## src/rtl/timer_ctl_if.sv

```systemverilog
// Front-panel / counter signal bundle for timer_ctl.
// Combinational wires only; adds no latency.
// No backpressure; every strobe is a single-cycle event.
interface timer_ctl_if;
    logic        btn_start;
    logic        btn_clear;
    logic        btn_up;
    logic        btn_down;
    logic        btn_mode;
    logic        complete;
    logic [15:0] time_reading;
    logic        init_regs;
    logic        count_enabled;
    logic        inc;
    logic        dec;
    logic        min;
    logic        alarm_led;
    logic [1:0]  state_dbg;

    // Controller side: consumes buttons and counter status, issues counter commands.
    modport master (
        input  btn_start, btn_clear, btn_up, btn_down, btn_mode, complete, time_reading,
        output init_regs, count_enabled, inc, dec, min, alarm_led, state_dbg
    );

    // Panel/counter side: drives buttons and status, receives commands.
    modport slave (
        output btn_start, btn_clear, btn_up, btn_down, btn_mode, complete, time_reading,
        input  init_regs, count_enabled, inc, dec, min, alarm_led, state_dbg
    );
endinterface

```

## src/rtl/timer_ctl.sv

```systemverilog
// Front-panel FSM driving countdown-counter strobes (SET/RUN/PAUSE/ALARM); AUTO_REPEAT_EN adds held-button repeat.
// Latency: outputs registered, respond 2 cycles after a button level rises (1 edge register + 1 output register).
// No backpressure: strobes are single-cycle fire-and-forget; lower-priority same-cycle presses are dropped.
module timer_ctl #(
    parameter int unsigned CLK_FREQ      = 100000000,
    parameter int unsigned ALARM_SEC     = 5,
    parameter int unsigned BLINK_HZ      = 2
`ifdef AUTO_REPEAT_EN
    ,
    parameter int unsigned REPEAT_DELAY  = CLK_FREQ / 2,
    parameter int unsigned REPEAT_PERIOD = CLK_FREQ / 10
`endif
) (
    input  logic         clk,
    input  logic         rst_n,
    timer_ctl_if.master  ctl_if
);

    typedef enum logic [1:0] {
        SET   = 2'd0,
        RUN   = 2'd1,
        PAUSE = 2'd2,
        ALARM = 2'd3
    } state_t;

    localparam int unsigned HALF_CYC  = CLK_FREQ / (2 * BLINK_HZ);
    localparam int unsigned ALARM_CYC = ALARM_SEC * CLK_FREQ;
    localparam int          HALF_W    = ($clog2(HALF_CYC) > 0) ? $clog2(HALF_CYC) : 1;
    localparam int          ALARM_W   = ($clog2(ALARM_CYC) > 0) ? $clog2(ALARM_CYC) : 1;

    // Button bit order: 0 start, 1 clear, 2 up, 3 down, 4 mode.
    logic [4:0]         btn_cur_q;
    logic [4:0]         btn_prev_q;
    logic [4:0]         press;
    logic               press_start, press_clear, press_up, press_down, press_mode;
    logic               time_zero, time_max;

    state_t             state_q;
    logic               init_q, cen_q, inc_q, dec_q, min_q, led_q;
    logic [ALARM_W-1:0] alarm_cnt_q;
    logic [HALF_W-1:0]  blink_cnt_q;

    // Register button levels and their previous value for rising-edge detection.
    always_ff @(posedge clk or negedge rst_n) begin
        if (!rst_n) begin
            btn_cur_q  <= '0;
            btn_prev_q <= '0;
        end else begin
            btn_cur_q  <= {ctl_if.btn_mode, ctl_if.btn_down, ctl_if.btn_up,
                           ctl_if.btn_clear, ctl_if.btn_start};
            btn_prev_q <= btn_cur_q;
        end
    end

    assign press       = btn_cur_q & ~btn_prev_q;
    assign press_start = press[0];
    assign press_clear = press[1];
    assign press_up    = press[2];
    assign press_down  = press[3];
    assign press_mode  = press[4];
    assign time_zero   = (ctl_if.time_reading == 16'h0000);
    assign time_max    = (ctl_if.time_reading == 16'h5959);

`ifdef AUTO_REPEAT_EN
    localparam int unsigned HOLD_MAX = REPEAT_DELAY + REPEAT_PERIOD;
    localparam int          HOLD_W   = $clog2(HOLD_MAX + 1);

    logic [HOLD_W-1:0] hold_q, hold_d;
    logic              hold_dir_q, hold_dir_d;
    logic              held_up, held_dn, in_edit, rep, rep_up, rep_dn;

    assign held_up = btn_cur_q[2] & ~btn_cur_q[3];
    assign held_dn = btn_cur_q[3] & ~btn_cur_q[2];
    assign in_edit = (state_q == SET) || (state_q == PAUSE);

    // Hold counter: runs while exactly one of up/down is held in an edit state; after
    // reaching REPEAT_DELAY it folds back by REPEAT_PERIOD so repeats recur periodically.
    always_comb begin
        hold_d     = '0;
        hold_dir_d = held_dn;
        rep        = 1'b0;
        if (in_edit && (held_up || held_dn) && !press_start && !press_clear &&
            ((hold_q == '0) || (hold_dir_q == held_dn))) begin
            if (hold_q == HOLD_W'(HOLD_MAX - 1)) begin
                hold_d = HOLD_W'(REPEAT_DELAY);
                rep    = 1'b1;
            end else begin
                hold_d = hold_q + 1'b1;
                rep    = (hold_q == HOLD_W'(REPEAT_DELAY - 1));
            end
        end
        rep_up = rep & held_up;
        rep_dn = rep & held_dn;
    end

    // Hold counter state.
    always_ff @(posedge clk or negedge rst_n) begin
        if (!rst_n) begin
            hold_q     <= '0;
            hold_dir_q <= 1'b0;
        end else begin
            hold_q     <= hold_d;
            hold_dir_q <= hold_dir_d;
        end
    end
`endif

    // Main control FSM with registered command outputs; priority clear > start > mode > up/down.
    always_ff @(posedge clk or negedge rst_n) begin
        if (!rst_n) begin
            state_q     <= SET;
            init_q      <= 1'b1;
            cen_q       <= 1'b0;
            inc_q       <= 1'b0;
            dec_q       <= 1'b0;
            min_q       <= 1'b0;
            led_q       <= 1'b0;
            alarm_cnt_q <= '0;
            blink_cnt_q <= '0;
        end else begin
            init_q <= 1'b0;
            inc_q  <= 1'b0;
            dec_q  <= 1'b0;
            case (state_q)
                SET, PAUSE: begin
                    cen_q       <= 1'b0;
                    led_q       <= 1'b0;
                    alarm_cnt_q <= '0;
                    blink_cnt_q <= '0;
                    if (press_clear) begin
                        init_q  <= 1'b1;
                        state_q <= SET;
                    end else if (press_start) begin
                        // A start at 00:00 is consumed but has no effect.
                        if (!time_zero) begin
                            state_q <= RUN;
                            cen_q   <= 1'b1;
                        end
                    end else if (press_mode) begin
                        min_q <= ~min_q;
                    end else if (press_up && !press_down) begin
                        if (!time_max) inc_q <= 1'b1;
                    end else if (press_down && !press_up) begin
                        if (!time_zero) dec_q <= 1'b1;
                    end
`ifdef AUTO_REPEAT_EN
                    else if (rep_up) begin
                        if (!time_max) inc_q <= 1'b1;
                    end else if (rep_dn) begin
                        if (!time_zero) dec_q <= 1'b1;
                    end
`endif
                end
                RUN: begin
                    cen_q       <= 1'b1;
                    alarm_cnt_q <= '0;
                    blink_cnt_q <= '0;
                    if (press_clear) begin
                        init_q  <= 1'b1;
                        cen_q   <= 1'b0;
                        state_q <= SET;
                    end else if (ctl_if.complete) begin
                        cen_q   <= 1'b0;
                        led_q   <= 1'b1;
                        state_q <= ALARM;
                    end else if (press_start) begin
                        cen_q   <= 1'b0;
                        state_q <= PAUSE;
                    end
                end
                ALARM: begin
                    cen_q <= 1'b0;
                    if (press_clear || press_start) begin
                        init_q      <= press_clear;
                        led_q       <= 1'b0;
                        alarm_cnt_q <= '0;
                        blink_cnt_q <= '0;
                        state_q     <= SET;
                    end else if (alarm_cnt_q == ALARM_W'(ALARM_CYC - 1)) begin
                        led_q       <= 1'b0;
                        alarm_cnt_q <= '0;
                        blink_cnt_q <= '0;
                        state_q     <= SET;
                    end else begin
                        alarm_cnt_q <= alarm_cnt_q + 1'b1;
                        if (blink_cnt_q == HALF_W'(HALF_CYC - 1)) begin
                            blink_cnt_q <= '0;
                            led_q       <= ~led_q;
                        end else begin
                            blink_cnt_q <= blink_cnt_q + 1'b1;
                        end
                    end
                end
            endcase
        end
    end

    assign ctl_if.init_regs     = init_q;
    assign ctl_if.count_enabled = cen_q;
    assign ctl_if.inc           = inc_q;
    assign ctl_if.dec           = dec_q;
    assign ctl_if.min           = min_q;
    assign ctl_if.alarm_led     = led_q;
    assign ctl_if.state_dbg     = state_q;

endmodule

```

## src/flat_wrapper.sv

```systemverilog
// flat-port wrapper written by rule: the top's interface ports become plain ports
module timer_ctl_flat 
#(
    parameter int unsigned CLK_FREQ      = 100000000,
    parameter int unsigned ALARM_SEC     = 5,
    parameter int unsigned BLINK_HZ      = 2

)
  (clk, rst_n, ctl_if_btn_start, ctl_if_btn_clear, ctl_if_btn_up, ctl_if_btn_down, ctl_if_btn_mode, ctl_if_complete, ctl_if_time_reading, ctl_if_init_regs, ctl_if_count_enabled, ctl_if_inc, ctl_if_dec, ctl_if_min, ctl_if_alarm_led, ctl_if_state_dbg);
  timer_ctl_if ctl_if_i ();
  input  logic clk;
  input  logic rst_n;
  input wire logic [$bits(ctl_if_i.btn_start)-1:0] ctl_if_btn_start;
  input wire logic [$bits(ctl_if_i.btn_clear)-1:0] ctl_if_btn_clear;
  input wire logic [$bits(ctl_if_i.btn_up)-1:0] ctl_if_btn_up;
  input wire logic [$bits(ctl_if_i.btn_down)-1:0] ctl_if_btn_down;
  input wire logic [$bits(ctl_if_i.btn_mode)-1:0] ctl_if_btn_mode;
  input wire logic [$bits(ctl_if_i.complete)-1:0] ctl_if_complete;
  input wire logic [$bits(ctl_if_i.time_reading)-1:0] ctl_if_time_reading;
  output wire logic [$bits(ctl_if_i.init_regs)-1:0] ctl_if_init_regs;
  output wire logic [$bits(ctl_if_i.count_enabled)-1:0] ctl_if_count_enabled;
  output wire logic [$bits(ctl_if_i.inc)-1:0] ctl_if_inc;
  output wire logic [$bits(ctl_if_i.dec)-1:0] ctl_if_dec;
  output wire logic [$bits(ctl_if_i.min)-1:0] ctl_if_min;
  output wire logic [$bits(ctl_if_i.alarm_led)-1:0] ctl_if_alarm_led;
  output wire logic [$bits(ctl_if_i.state_dbg)-1:0] ctl_if_state_dbg;
  assign ctl_if_i.btn_start = ctl_if_btn_start;
  assign ctl_if_i.btn_clear = ctl_if_btn_clear;
  assign ctl_if_i.btn_up = ctl_if_btn_up;
  assign ctl_if_i.btn_down = ctl_if_btn_down;
  assign ctl_if_i.btn_mode = ctl_if_btn_mode;
  assign ctl_if_i.complete = ctl_if_complete;
  assign ctl_if_i.time_reading = ctl_if_time_reading;
  assign ctl_if_init_regs = ctl_if_i.init_regs;
  assign ctl_if_count_enabled = ctl_if_i.count_enabled;
  assign ctl_if_inc = ctl_if_i.inc;
  assign ctl_if_dec = ctl_if_i.dec;
  assign ctl_if_min = ctl_if_i.min;
  assign ctl_if_alarm_led = ctl_if_i.alarm_led;
  assign ctl_if_state_dbg = ctl_if_i.state_dbg;
  timer_ctl #(.CLK_FREQ(CLK_FREQ), .ALARM_SEC(ALARM_SEC), .BLINK_HZ(BLINK_HZ)) u_core (.clk(clk), .rst_n(rst_n), .ctl_if(ctl_if_i));
endmodule
```

## config.mk

```make
export PLATFORM = sky130hd
export DESIGN_NAME = timer_ctl_flat
export DESIGN_NICKNAME = d
export VERILOG_FILES = /design/src/rtl/timer_ctl_if.sv /design/src/rtl/timer_ctl.sv /design/src/flat_wrapper.sv
export SDC_FILE = /design/constraint.sdc
export NUM_CORES = 1
export LEC_CHECK = 0
export BUFFER_PORTS_ARGS = -buffer_cell sky130_fd_sc_hd__buf_2
export CAP_MARGIN = 10
export CORE_MARGIN = 3
export CORE_UTILIZATION = 59
export DETAILED_ROUTE_END_ITERATION = 6
export PLACE_DENSITY = 0.84
export SYNTH_ARGS = -nofsm -noshare
export SYNTH_HDL_FRONTEND = slang
export SYNTH_SLANG_ARGS = --single-unit
```

## constraint.sdc

```tcl
create_clock -name clk -period 2.4 [get_ports clk]
set_clock_uncertainty 0.15 [all_clocks]
set_input_delay 0 -clock clk [delete_from_list [all_inputs] [get_ports clk]]
set_output_delay 0 -clock clk [all_outputs]
set_load 0.05 [all_outputs]
```

==> out/summary.txt, run 1 <==
Synth warn = 0
Post-synth top area share = 0.520
DRC = 0
Setup slack, reg-to-reg = 0.13 ns
Syn nets = 376
Number of setup violations in the final report = 0
Clock group share of total power = 0.402
Mapped Avg Cell Area = 9.76 um2
Initial antenna violation count = 0
Nets = 425
Wire per inst = 15.0 um
Cell Area, Synth = 3420 um2
Overall Power = 2.63 mW
CTS tree = yes
WS Path Type = flop to flop
Worst r2r dst = u_core.ctl_if.alarm_led
GP Congestion = 0.858
Max transition margin = 0.538
Cell Int Power = 1.92 mW
Die X = 82.1 um
Reg2reg path depth = 7
Most numerous cell in the Yosys netlist = dfrtp_1
Synthesis-stage register bit count = 72
Pins over their slew limit = 0
Vias in the first global route = 2,596
Placement Cell Area = 3640 um2
Final Hold Viols = 0
Final TNS setup = 0 ns
Sw Pwr = 0.705 mW
Initial DRT Pass Iterations = 5
Antenna cells = 0
Max Cap Violations = 0
Cell taking the most area after synthesis = dfrtp_1
Final Cycle Share = 0.946
Status = complete, no violations
Post-synth EDFFs = 0
Area growth syn-to-layout = 17.6%
Worst r2r src = u_core.blink_cnt_q[0]
RSZ-0062 raised after global routing = false
Critical Path RT = 2.47 ns
Async S/R FF share, synth = 1.00
Drt total wl = 7130 um
Most used DFF post-synth = dfrtp_1
Top cells by count, synth = 71 x dfrtp_1, 62 x nor2_1, 37 x xnor2_1
Reg clk slew, reported paths = 0.08 ns
Synth Instances = 350
F_max = 440 MHz
Die footprint = 6740 um2
First DRT Iteration DRCs = 178
Detailed placement HPWL = 4470 um
Worst-Margin Slew = 0.693 ns
Sequential power share = 0.488
I/O pins = 32
Hold_sp = ctl_if_time_reading[9]
Critical path endpoint category = flop
Sequential share of the synthesized area = 0.528
H-tree levels = 3
CTS buffer count = 9
Area of the multi-input gates = 1510 um2
Critical path launch point type = flop
Insertion delay to the later sink of the worst-skew pair = 0.34 ns
Hold depth = 6
Largest net degree at the start of global routing = 44
Core Footprint = 5540 um2
FP Rows = 27
Worst-path fanout max = 10
Number of fill cells = 386
Register area = 1800 um2
CP startpoint = u_core.blink_cnt_q[0]
LEAKAGE = 1.60 nW
Initial core utilization = 0.617
Hold Path End = u_core.ctl_if.state_dbg[1]
# clock sinks = 72
Port Buffers = 31
Die Ht = 82.1 um
Switch share = 0.268
Clock Path Buffers = 2
All-layer global routing usage = 0.236
Share of layout cells above drive strength 1 = 0.144
Vias per Instance = 5.70
Global-route wire length before repair = 12,000 um
VDD IR max = 0.437 mV
Crit path DAT = 2.34 ns
GR Overflow Total = 0
Fin crit period = 2.27 ns
Clock root buffer = clkbuf_8
Logic gate share of total power = 0.109
Worst min-delay path class = input port to flop
Final Cell Area = 4020 um2
Routed via count = 2,712
Ranking of synthesized cells by area = dfrtp_1 52%, xnor2_1 9.5%, nor2_1 6.8%
Final ANT Viol Nets = 0
Synth unique cells = 37
Power per cell area = 655 nW/um2
metal layers:
layer / global-route usage / up-vias / wire length [um]
li1: - / 1301 / -
met1: 0.302 / 1338 / 3150
met2: 0.379 / 57 / 3620
met3: 0.0499 / 16 / 230
met4: 0.118 / 0 / 136
met5: 0 / - / 0
cell type report:
| class | instances | share of cell area |
|---|---|---|
| repair buffers | 50 | 0.0863 |
| clock buffers | 9 | 0.0308 |
| inverters | 12 | 0.0112 |
| clock inverters | 7 | 0.0240 |
| flip-flops and latches | 72 | 0.449 |
| multi-input cells | 254 | 0.377 |
| well taps | 72 | 0.0224 |
worst max-delay path, stage by stage (launching register included):
cell      delay [ns]
dfrtp_1         0.39
ha_2            0.23
and4_2          0.29
nand2_1         0.09
or4_1           0.57
nand2b_1        0.15
buf_4           0.18
o211ai_1        0.09
what timing repair did:
item / in CTS / in global routing
hold buffers: 14 / 0
setup buffers: 0 / 1
setup endpoints to repair: 0 / 23
endpoints found under the hold margin: 39 / 0
resized for setup: 0 / 5
how the worst max path moves through the flow:
stage               cells past startpoint                       to  slack (ns)
finish                                  7  u_core.ctl_if.alarm_led        0.13
global route                            7  u_core.ctl_if.alarm_led        0.02
CTS                                     7    u_core.blink_cnt_q[9]        0.06
detailed placement                      7    u_core.blink_cnt_q[9]        0.08
global placement                        7   u_core.blink_cnt_q[15]        0.16
floorplan                               8   u_core.blink_cnt_q[21]        0.30
power by group through the flow:
stage	combinational [mW]	sequential [mW]	clock, mW
6_report	0.287	1.28	1.06
3_3_place_gp	0.258	1.30	0
5_1_grt	0.311	1.29	1.14
3_5_place_dp	0.261	1.31	0
2_1_floorplan	0.0877	1.39	0
4_1_cts	0.280	1.28	1.08
placed cells by master, fill, tap and decap left out, types with 2 or more instances in the layout:
master         Yosys  layout
nand3_1           23      23
or3_1              4       4
nand2_1           22      22
nor2_1            62      62
and3_1             9       9
nor3_1            15      15
a21oi_1            6       6
dfrtp_1           71      71
dlygate4sd3_1      0      13
clkinv_4           0       3
nand4_1           11      11
clkbuf_8           0       9
xor2_1            11      11
clkinv_2           0       2
buf_4              1       4
nor2b_1            2       2
or4_1              2       2
nand2b_1           5       5
nor4_1            17      17
and4_1             9       8
o21ai_0            4       4
inv_1             12      12
buf_2              3      31
xnor2_1           37      37
bufinv_16          0       2
through the flow:
| stage | worst slack, ns | hold slack [ns] | util | std cells |
|---|---|---|---|---|
| final | 0.129 | 0.0725 | 0.725 | 476 |
| after global routing | 0.0228 | 0.104 | 0.725 | 476 |
| after CTS | 0.0564 | 0.0489 | 0.723 | 476 |
| after detailed placement | 0.0848 | -0.0780 | 0.658 | 446 |
| after global placement | 0.157 | -0.0814 | 0.658 | 446 |
| after floorplan | 0.303 | -0.446 | - | 350 |
cell families (layout without fill, tap and decap cells):
kind of cell	after synthesis	count (layout)	share of synthesized area
compound gates	17	17	0.0311
xor+xnor	48	48	0.123
fa+ha+maj	2	2	0.00732
buf+inv	24	78	0.0330
flops	72	72	0.528
simple gates	187	187	0.278
registers in the layout, summed over array words and instances (netlist names):
register,count
u_core.btn_cur_q,5
u_core.ctl_if.inc,1
u_core.btn_prev_q,5
u_core.ctl_if.min,1
u_core.ctl_if.count_enabled,1
u_core.blink_cnt_q,25
u_core.ctl_if.init_regs,1
u_core.ctl_if.alarm_led,1
u_core.alarm_cnt_q,29
u_core.ctl_if.dec,1
u_core.ctl_if.state_dbg,2
Power figures use the tool's default switching activity.
==> inputs of run 2 (changes only) <==
--- a/config.mk
+++ b/config.mk
@@ -7,10 +7,10 @@
 export LEC_CHECK = 0
 export BUFFER_PORTS_ARGS = -buffer_cell sky130_fd_sc_hd__buf_2
 export CAP_MARGIN = 10
-export CORE_MARGIN = 3
 export CORE_UTILIZATION = 59
+export CTS_CLUSTER_DIAMETER = 120
 export DETAILED_ROUTE_END_ITERATION = 6
-export PLACE_DENSITY = 0.84
+export PLACE_DENSITY = 0.79
 export SYNTH_ARGS = -nofsm -noshare
 export SYNTH_HDL_FRONTEND = slang
 export SYNTH_SLANG_ARGS = --single-unit
==> run 2 against run 1 <==
  * Fmax about the same
  * Sequential power is essentially flat
  * Global-route usage grew 1.2 points
  * Cell area fell by 1.1%
  * First-iteration DRC count decreased by 51%
  * Largest cell class unchanged
==> out/summary.txt, run 2 (synthesis gave the netlist of run 1 again) <==
I/O pins = 32 (unchanged)
Final Cell Area = 3970 um2 (was 4020 um2)
Final Hold Viols = 0 (unchanged)
Largest register FFs = 29 (unchanged)
DRC = 0 (unchanged)
FP Rows = 27 (unchanged)
CTS buffer count = 9 (unchanged)
Placement Cell Area = 3650 um2 (was 3640 um2)
Number of fill cells = 393 (was 386)
Die footprint = 6100 um2 (was 6740 um2)
Status = complete, no violations (unchanged)
Biggest regs = u_core.alarm_cnt_q: 29 flops, u_core.blink_cnt_q: 25 flops (unchanged)
Clock Path Buffers = 2 (unchanged)
LEAKAGE = 1.58 nW (was 1.60 nW)
Nets = 423 (was 425)
Antenna cells = 0 (unchanged)
First DRT Iteration DRCs = 88 (was 178)
Number of setup violations in the final report = 0 (unchanged)
Insertion delay to the later sink of the worst-skew pair = 0.34 ns (about the same)
Setup Buffers After CTS = 0 (unchanged)
Register area = 1800 um2 (unchanged)
Reg clk slew, reported paths = 0.07 ns (was 0.08 ns)
Power per cell area = 607 nW/um2 (was 655 nW/um2)
Share of layout cells above drive strength 1 = 0.124 (was 0.144)
Detailed placement HPWL = 4280 um (was 4470 um)
Critical path endpoint category = flop (unchanged)
Crit path DAT = 2.35 ns (was 2.34 ns)
Max transition margin = 0.497 (was 0.538)
All-layer global routing usage = 0.248 (was 0.236)
Top reg by flops = u_core.alarm_cnt_q (unchanged)
GP Congestion = 0.850 (was 0.858)
Worst-Margin Slew = 0.754 ns (was 0.693 ns)
Port Buffers = 31 (unchanged)
Critical path launch point type = input port (was flop)
Core Footprint = 5540 um2 (unchanged)
Initial DRT Pass Iterations = 4 (was 5)
Worst min-delay path class = input port to flop (unchanged)
Overall Power = 2.41 mW (was 2.63 mW)
Initial core utilization = 0.617 (unchanged)
Met1 wire length = 2930 um (was 3150 um)
Routed via count = 2,639 (was 2,712)
Wire per inst = 13.9 um (was 15.0 um)
CTS tree = yes (unchanged)
Max layer used = met4 (unchanged)
F_max = 440 MHz (about the same)
DR WL met3 = 272 um (was 230 um)
Global-route wire length before repair = 11,600 um (was 12,000 um)
Worst-path fanout max = 3 (was 10)
Area growth syn-to-layout = 16.3% (was 17.6%)
Final Cycle Share = 0.947 (was 0.946)
Final TNS setup = 0 ns (unchanged)
Vias in the first global route = 2,664 (was 2,596)
Final ANT Viol Nets = 0 (unchanged)
Final Core Density = 0.717 (was 0.725)
Vias per Instance = 5.57 (was 5.70)
# clock sinks = 72 (unchanged)
H-tree levels = 3 (unchanged)
Critical Path RT = 2.47 ns (about the same)
Met2 WL = 3280 um (was 3620 um)
GR Overflow Total = 0 (unchanged)
Area of the multi-input gates = 1510 um2 (about the same)
Clock root buffer = clkbuf_8 (unchanged)
RSZ-0062 raised after global routing = false (unchanged)
VDD IR max = 0.451 mV (was 0.437 mV)
Max Cap Violations = 0 (unchanged)
Pins over their slew limit = 0 (unchanged)
Initial antenna violation count = 0 (unchanged)
Die Ht = 78.1 um (was 82.1 um)
Most frequent cells in the layout = 71 x dfrtp_1, 62 x nor2_1, 37 x xnor2_1, 31 x buf_2, 23 x nand3_1 (unchanged)
Fin crit period = 2.27 ns (about the same)
Commonest non-fill, non-tap cell in the layout = dfrtp_1 (unchanged)
Largest net degree at the start of global routing = 41 (was 44)
WS Path Type = input port to flop (was flop to flop)
Die X = 78.1 um (was 82.1 um)
Drt total wl = 6590 um (was 7130 um)
run 2: final cells by class:
cell class | instances | share of cell area
Sequential cell | 72 | 0.454
Timing Repair Buffer | 48 | 0.0894
Tap cell | 72 | 0.0227
Clock inverter | 1 | 0.00126
Multi-Input combinational cell | 254 | 0.380
Clock buffer | 15 | 0.0419
Inverter | 12 | 0.0113
run 2: critical path, cell delays in order:
cell and delay [ns]:
dlygate4sd3_1 0.53, buf_2 0.12, nor4_2 0.20, dlygate4sd3_1 0.61, nand4_1 0.13, nand2_1 0.13
a21oi_1 0.06, dlygate4sd3_1 0.56
run 2: power by group:
| part | total, mW | switching, mW | internal [mW] |
|---|---|---|---|
| Combinational | 0.285 | 0.193 | 0.0913 |
| Clock | 0.844 | 0.411 | 0.433 |
| Sequential | 1.28 | 0.0343 | 1.25 |
| Total | 2.41 | 0.639 | 1.77 |
run 2: timing repair:
item,in CTS,in global routing
setup endpoints to repair,0,3
resized for setup,0,2
hold buffers,14,0
endpoints found under the hold margin,42,0
run 2: per-stage QoR:
stage / hold WS, ns / setup WS, ns / cells
2_1_floorplan: -0.446 / 0.303 / 350
3_3_place_gp: -0.0464 / 0.218 / 444
3_5_place_dp: -0.0431 / 0.130 / 444
4_1_cts: 0.0626 / 0.108 / 474
5_1_grt: 0.141 / 0.0261 / 474
6_report: 0.0792 / 0.127 / 474
run 2: metal layers:
metal  up-vias  global-route usage
met5         -                   0
met4         0               0.131
met3        11              0.0384
met2        64               0.417
met1      1265               0.309
li1       1299                   -
run 2: final timing paths:
path | startpoint | endpoint | slack (ns) | cells after the start
worst max-delay path | ctl_if_time_reading[15] | u_core.ctl_if.count_enabled | 0.13 | 8
worst min-delay path | ctl_if_time_reading[7] | u_core.ctl_if.state_dbg[1] | 0.08 | 6
worst max register to register | u_core.blink_cnt_q[0] | u_core.blink_cnt_q[12] | 0.16 | 7
worst min register to register | u_core.btn_cur_q[4] | u_core.btn_prev_q[4] | 0.24 | 0
max in group asynchronous | rst_n | u_core.alarm_cnt_q[13] | 1.31 | 3
min in group asynchronous | rst_n | u_core.ctl_if.inc | 0.12 | 2
